===== src/rtl/iob_responder.sv =====
// iob_responder: 68000-style PDS/IOB bus responder with DTACK/VPA termination; define IOB_BERR_EN for the bus-error timeout
module iob_responder #(
  parameter int WAIT_CYC = 2,
  parameter int TO_CYC   = 255,
  parameter int SYNC_LEN = 2
) (
  input  logic C16M,
  input  logic RES,
  input  logic E,
  input  logic nAS_IOB,
  input  logic nUDS_IOB,
  input  logic nLDS_IOB,
  input  logic nWE_IOB,
  input  logic nVMA_IOB,
  input  logic SEL,
  input  logic VSEL,
  input  logic LRDY,
  output logic nDTACK_IOB,
  output logic nVPA_IOB,
  output logic nBERR_IOB,
  output logic LRD,
  output logic LWR,
  output logic LU,
  output logic LL,
  output logic DinOE
);
  typedef enum logic [2:0] {sIdle, sAcc, sWait, sAck, sVpa, sEnd, sBerr} stateT;
  stateT state;
  logic [SYNC_LEN-1:0] asSh, vmaSh;
  logic [SYNC_LEN:0] eSh;
  logic [3:0] waitCnt;
  logic vmaSeen, vpaDone, toHit, asS, vmaS, eFall, busy;
  assign asS = asSh[SYNC_LEN-1];
  assign vmaS = vmaSh[SYNC_LEN-1];
  assign eFall = eSh[SYNC_LEN] && !eSh[SYNC_LEN-1];
  assign busy = state == sAcc || state == sWait || state == sVpa;
  always_ff @(posedge C16M or posedge RES)
    if (RES) begin
      asSh <= '1;
      vmaSh <= '1;
      eSh <= '0;
    end else begin
      asSh <= {asSh[SYNC_LEN-2:0], nAS_IOB};
      vmaSh <= {vmaSh[SYNC_LEN-2:0], nVMA_IOB};
      eSh <= {eSh[SYNC_LEN-1:0], E};
    end
`ifdef IOB_BERR_EN
  logic [7:0] toCnt;
  always_ff @(posedge C16M or posedge RES)
    if (RES) toCnt <= '0;
    else toCnt <= busy ? toCnt + 8'd1 : 8'd0;
  assign toHit = busy && toCnt == 8'(TO_CYC - 1);
`else
  assign toHit = 1'b0 && (TO_CYC > 0);
`endif
  always_ff @(posedge C16M or posedge RES)
    if (RES) begin
      state <= sIdle;
      nDTACK_IOB <= 1'b1;
      nVPA_IOB <= 1'b1;
      nBERR_IOB <= 1'b1;
      LRD <= 1'b0;
      LWR <= 1'b0;
      LU <= 1'b0;
      LL <= 1'b0;
      DinOE <= 1'b0;
      waitCnt <= '0;
      vmaSeen <= 1'b0;
      vpaDone <= 1'b0;
    end else begin
      LRD <= 1'b0;
      LWR <= 1'b0;
      case (state)
        sIdle: if (!asS && (SEL || VSEL)) begin
          state <= SEL ? sAcc : sVpa;
          nVPA_IOB <= SEL;
          LRD <= SEL && nWE_IOB;
          LWR <= SEL && !nWE_IOB;
          LU <= SEL ? !nUDS_IOB : LU;
          LL <= SEL ? !nLDS_IOB : LL;
          DinOE <= nWE_IOB;
          vmaSeen <= 1'b0;
          vpaDone <= 1'b0;
        end
        sAcc, sWait, sVpa: if (asS) begin
          state <= (state == sVpa && vpaDone) ? sEnd : sIdle;
          nVPA_IOB <= 1'b1;
          DinOE <= 1'b0;
        end else if (toHit) begin
          state <= sBerr;
          nBERR_IOB <= 1'b0;
          nVPA_IOB <= 1'b1;
          DinOE <= 1'b0;
        end else if (state == sAcc) begin
          state <= sWait;
          waitCnt <= 4'(WAIT_CYC);
        end else if (state == sWait) begin
          waitCnt <= waitCnt - {3'b0, waitCnt != 4'd0};
          if (waitCnt == 4'd0 && LRDY) begin
            state <= sAck;
            nDTACK_IOB <= 1'b0;
          end
        end else begin
          // VMA only has to be seen once; the strobe waits for the next E fall
          vmaSeen <= vmaSeen || !vmaS;
          if (!vpaDone && (vmaSeen || !vmaS) && eFall) begin
            vpaDone <= 1'b1;
            LRD <= nWE_IOB;
            LWR <= !nWE_IOB;
            LU <= !nUDS_IOB;
            LL <= !nLDS_IOB;
          end
        end
        sAck, sBerr: if (asS) begin
          state <= sEnd;
          nDTACK_IOB <= 1'b1;
          nBERR_IOB <= 1'b1;
          DinOE <= 1'b0;
        end
        default: state <= sIdle;
      endcase
    end
endmodule

===== config.mk =====
export PLATFORM = sky130hd
export DESIGN_NAME = iob_responder
export DESIGN_NICKNAME = d
export VERILOG_FILES = /design/src/rtl/iob_responder.sv
export SDC_FILE = /design/constraint.sdc
export NUM_CORES = 1
export LEC_CHECK = 0
export CAP_MARGIN = 10
export CORE_MARGIN = 2
export CORE_UTILIZATION = 49
export DETAILED_ROUTE_END_ITERATION = 10
export PLACE_DENSITY = 0.74
export SYNTH_ARGS = -nofsm -noshare
export SYNTH_HDL_FRONTEND = slang
export SYNTH_SLANG_ARGS = --single-unit

===== constraint.sdc =====
create_clock -name C16M -period 4.4 [get_ports C16M]
set_input_delay 0.88 -clock C16M [delete_from_list [all_inputs] [get_ports C16M]]
set_output_delay 0.88 -clock C16M [all_outputs]
set_load 0.05 [all_outputs]

==> run metrics, run 1 <==
Vias 958; Port Buffer Count 17; Hold Path End eSh[1]$_DFF_PP0_; pwr dens 641 mW/mm²; die width 52.5 µm; core area 0.00221 mm²; HP Start eSh[0]$_DFF_PP0_; CP max FO 3; DRC viols 0; leading area contributor after synthesis dfrtp_1; Pre-antenna DRT Iters 4; post_cts resized 0; area of the die 0.00276 mm²; CTS Buffer Depth 2; Startpoint Class flip-flop; family with the most delay on the worst path buffers and inverters; Seq cells post-synth 23; initial DRC count 25; total grt overflow 0; H-tree Lvls 1; fin util 61.2%; CTS Root Cell clkbuf_4; initial antenna violation count 0; Post-CTS Hold Buffers 0; Hold Violations, Final 0; R2R Setup Slk 2.48 ns; Pwr Total 868 µW; max-cap violations 0; Worst EP required 3.52 ns; clk sinks 23; Synth Instances 122; top post-synthesis cells by count 17 x dfrtp_1, 14 x nor2_1, 9 x nand2_1; global placement routability congestion 0.873; critical path's slowest cell clkdlybuf4s50_1; post-detail-place hpwl 1580 µm; CP Class reg -> out; Fmax 390 MHz; count of cell types in the netlist 39; Syn. warnings 0; average size of a mapped cell 9.45 µm²; worst reg2reg path depth 4; Initial Utilization 52.1%; Synth top area share 36.9%; first-pass GRT wire length 3860 µm; Final period util 58.3%; Final TNS setup 0 ns; R2R Path End LL$_DFFE_PP0P_; Diodes inserted 0; Hold Path Depth 0; IR drop worst, VDD 0.000404 V; final WL 2240 µm; CP endpoint kind output pin; Clk Latency, worst-skew pair 0.32 ns; syn nets 135; hold_ws 0.369 ns; Setup Skew 0.00445 ns; Final nets 150; max_slew headroom 41.1%; CP bufs+invs 1; Layout Area Growth over Synthesis 17.5%; P_leak 0.000551 µW; Overall Global Routing Usage 19.7%; status complete, no violations; wire per inst 13.6 µm; Least-Margin Pin Slew 0.875 ns; crit-path max cell delay 0.80 ns; worst r2r src state[0]$_DFFE_PP0P_; RSZ-0062 raised after global routing false; Vias/cell 5.84; # setup viols final 0; most common cell in the netlist dfrtp_1; Cell Area, Placed 0.00132 mm²; Die Span Y 52.5 µm; Seq/Total Area, Yosys 50.6%; largest net degree at the start of global routing 24; Tmin final 2.56 ns; fraction of layout cells with a size suffix above 1 10.3%; I/O pins 19; Num CTS Buffers 3; Routed Antenna Nets 0; ys async rst share 100%; CTS tree built; Synth area leaders dfrtp_1 37%, dfstp_2 14%, nor2_1 4.6%; count of pins over their slew limit 0; synthesized area 0.00115 mm²; post-CTS setup buffers 0; Hold Crit Class reg -> reg; CP arrival 1.68 ns; fillcell total 188; crit-path cells clkdlybuf4s50_1; Core Rows 17; ys flop type dfrtp_1; cell area after layout 0.00135 mm²; number of synthesized flops with an enable pin 0; Clk pin slew, worst setup/hold paths 0.13 ns; vias in the first global route 880
## worst max path at each step
stage | startpoint | endpoint | slack (ns) | cells past startpoint
2_1_floorplan | SEL | LL$_DFFE_PP0P_ | 2.55 | 4
3_3_place_gp | SEL | LU$_DFFE_PP0P_ | 1.91 | 5
3_5_place_dp | SEL | LU$_DFFE_PP0P_ | 1.81 | 5
4_1_cts | nDTACK_IOB$_DFFE_PP1P_ | nDTACK_IOB | 1.82 | 1
5_1_grt | nDTACK_IOB$_DFFE_PP1P_ | nDTACK_IOB | 1.76 | 1
6_report | nDTACK_IOB$_DFFE_PP1P_ | nDTACK_IOB | 1.84 | 1
## cell families (layout without fill, tap and decap cells)
logic type | count (synthesis) | in the layout | share of synthesized area, %
muxes | 3 | 3 | 2.82
adders and majority gates | 2 | 2 | 2.17
DFF | 23 | 23 | 50.6
buffers and inverters | 13 | 27 | 4.89
other | 1 | 1 | 0.325
and+or+nand+nor | 47 | 47 | 20.7
AOI/OAI and AO/OA | 33 | 33 | 18.5
## placed cells by master, fill, tap and decap left out, drive strengths merged, types with 2 or more instances in the layout
| cell | synthesis | layout |
|---|---|---|
| a21oi | 8 | 8 |
| a22oi | 3 | 3 |
| a31oi | 2 | 2 |
| and3 | 2 | 2 |
| clkbuf | 2 | 3 |
| clkdlybuf4s50 | 0 | 17 |
| dfrtp | 17 | 17 |
| dfstp | 6 | 6 |
| ha | 2 | 2 |
| inv | 6 | 6 |
| mux2 | 2 | 2 |
| nand2 | 9 | 9 |
| nand2b | 2 | 2 |
| nand3 | 7 | 7 |
| nor2 | 14 | 14 |
| nor3 | 3 | 3 |
| nor4 | 4 | 4 |
| o211ai | 2 | 2 |
| o21a | 2 | 2 |
| o21ai | 8 | 8 |
## power breakdown
group | internal, µW | switching (µW)
sequential | 281 | 85.2
clock | 34.8 | 65.6
combinational | 165 | 236
total | 480 | 387
## routing by layer
layer	routed length [µm]	track usage (%)
met3	187	6.29
met2	914	30.2
met1	1090	25.2
met4	44	8.97
met5	0	0
## flip-flops by register name, indices dropped and copies added (netlist names)
name and flops:
LRD 1, LL 1, asSh 2, vmaSh 2, eSh 3, LWR 1
nVPA_IOB 1, vpaDone 1, state 3, waitCnt 4, vmaSeen 1, DinOE 1
LU 1, nDTACK_IOB 1
## cell type report
class | instances | area, µm² | share of cell area (%)
repair buffers | 17 | 170 | 12.6
multi-input cells | 86 | 513 | 37.9
flip-flops and latches | 23 | 583 | 43.1
clock inverters | 1 | 7.51 | 0.555
clock buffers | 3 | 22.5 | 1.66
inverters | 6 | 22.5 | 1.66
well taps | 28 | 35.0 | 2.59
## metrics by stage
stage / setup slack (ns) / instances
after floorplan: 2.55 / 122
after global placement: 1.91 / 160
after detailed placement: 1.81 / 160
after CTS: 1.82 / 164
after global routing: 1.76 / 164
final: 1.84 / 164
Note: power is estimated with default switching activity, not from simulation.
==> inputs of run 2 (changes only) <==
==> constraint.sdc (replaced) <==
create_clock -name C16M -period 2.6 [get_ports C16M]
set_input_delay 0.52 -clock C16M [delete_from_list [all_inputs] [get_ports C16M]]
set_output_delay 0.52 -clock C16M [all_outputs]
set_load 0.05 [all_outputs]
==> run 2 against run 1 <==
Global-route usage decreased by 0.65 points. Sequential share of layout area shrank 0.39 points. Combinational power is 73% higher. Core utilization is 0.57 points higher. Via count up 0.31%. Highest routed layer unchanged. Largest power group unchanged. Sequential cell count is the same. Non-clock buffer count grew 2. Clock skew is 0.0019 ns lower.
==> run metrics, run 2 (synthesized netlist as in run 1, its figures left out) <==
area of the die 0.00276 mm²; initial DRC count 26; vias in the first global route 895; family with the most delay on the worst path buffers and inverters; Core Rows 17; core area 0.00221 mm²; area of the multi-input gates 513 µm²; count of pins over their slew limit 0; Overall Global Routing Usage 19.0%; max reg flops 4; I/O pins 19; Port Buffer Count 17; Routed Antenna Nets 0; wire per inst 13.6 µm; max-cap violations 0; Setup Skew 0.00254 ns; crit-path max cell delay 0.81 ns; CTS tree built; R2R Setup Slk 0.76 ns; status complete, no violations; Hold Violations, Final 0; Post-Layout Cell Count 166; first-pass GRT wire length 3850 µm; P_leak 0.000565 µW; IR drop worst, VDD 0.000707 V; crit-path cells clkdlybuf4s50_1; CP endpoint kind output pin; Hold Path End vmaSh[1]$_DFF_PP1_; Final nets 152; CP arrival 1.68 ns; Least-Margin Pin Slew 0.500 ns; Pre-antenna DRT Iters 4; pwr dens 1080 mW/mm²; Top Registers waitCnt x4, eSh x3, state x3; post_cts resized 0; Vias 961; Final TNS setup 0 ns; CP max FO 3; fillcell total 188; Largest Register waitCnt; final WL 2250 µm; max_slew headroom 66.6%; Hold Crit Class reg -> reg; Diodes inserted 0; Clk Latency, worst-skew pair 0.31 ns; # setup viols final 0; RSZ-0062 raised after global routing false; CTS Buffer Depth 2; critical path's slowest cell clkdlybuf4s50_1; CP bufs+invs 1; Worst EP required 2.08 ns; Hold Path Depth 0; clk sinks 23; Initial Utilization 52.1%; largest net degree at the start of global routing 19; Inst Count DP 162; post-CTS setup buffers 0; total grt overflow 0; Num CTS Buffers 3; Final period util 84.5%; Clk pin slew, worst setup/hold paths 0.12 ns; Fmax 455 MHz; post-detail-place hpwl 1650 µm; Tmin final 2.20 ns; CP Class reg -> out; register area 583 µm²; global placement routability congestion 0.811; HP Start vmaSh[0]$_DFF_PP1_; initial antenna violation count 0; die width 52.5 µm; worst reg2reg path depth 4; fin util 61.8%; worst r2r src state[0]$_DFFE_PP0P_; H-tree Lvls 1; R2R Path End LRD$_DFF_PP0_; Die Span Y 52.5 µm; PnR worst setup slack 0.402 ns; Post-CTS Hold Buffers 0; pre-CTS WS 0.541 ns; fraction of layout cells with a size suffix above 1 11.6%; Startpoint Class flip-flop; Vias/cell 5.79; DRC viols 0; CTS Root Cell clkbuf_4; Layout Area Growth over Synthesis 18.6%; most frequent cells in the layout 17 x dfrtp_1, 17 x clkdlybuf4s50_1, 14 x nor2_1, 9 x nand2_1
[run 2: cell type report]
type                       instances  area share (%)
sequential                        23            42.7
multi-input combinational         86            37.5
timing repair buffer              19            13.6
tap                               28            2.56
clock buffer                       3            1.65
inverter                           6            1.65
clock inverter                     1           0.366
[run 2: how the worst max path moves through the flow]
stage / from / endpoint / slack [ns] / cells after the start
final: nDTACK_IOB$_DFFE_PP1P_ / nDTACK_IOB / 0.40 / 1
after global routing: nDTACK_IOB$_DFFE_PP1P_ / nDTACK_IOB / 0.36 / 1
after CTS: nDTACK_IOB$_DFFE_PP1P_ / nDTACK_IOB / 0.39 / 1
after detailed placement: SEL / DinOE$_DFFE_PP0P_ / 0.54 / 5
after global placement: SEL / DinOE$_DFFE_PP0P_ / 0.60 / 5
after floorplan: state[0]$_DFFE_PP0P_ / LL$_DFFE_PP0P_ / 1.06 / 5
[run 2: metrics by stage]
step	power [µW]	cell area, µm²	hold WS, ns
after detailed placement	1310	1340	0.341
after CTS	1480	1370	0.366
after global routing	1600	1370	0.364
after floorplan	1120	1150	0.331
after global placement	1290	1340	0.337
final	1480	1370	0.364
[run 2: routing by layer]
| layer | GRT usage, % | part of all wire [%] | vias to the layer above |
|---|---|---|---|
| li1 | - | - | 469 |
| met1 | 26.2 | 50 | 460 |
| met2 | 29.4 | 44 | 28 |
| met3 | 3.14 | 4.9 | 4 |
| met4 | 8.55 | 1.0 | 0 |
| met5 | 0 | 0 | - |
[run 2: power breakdown]
group	internal, µW	total [µW]	switching, µW
logic	285	695	410
registers	476	618	142
clock network	57.4	162	105
total	819	1480	657
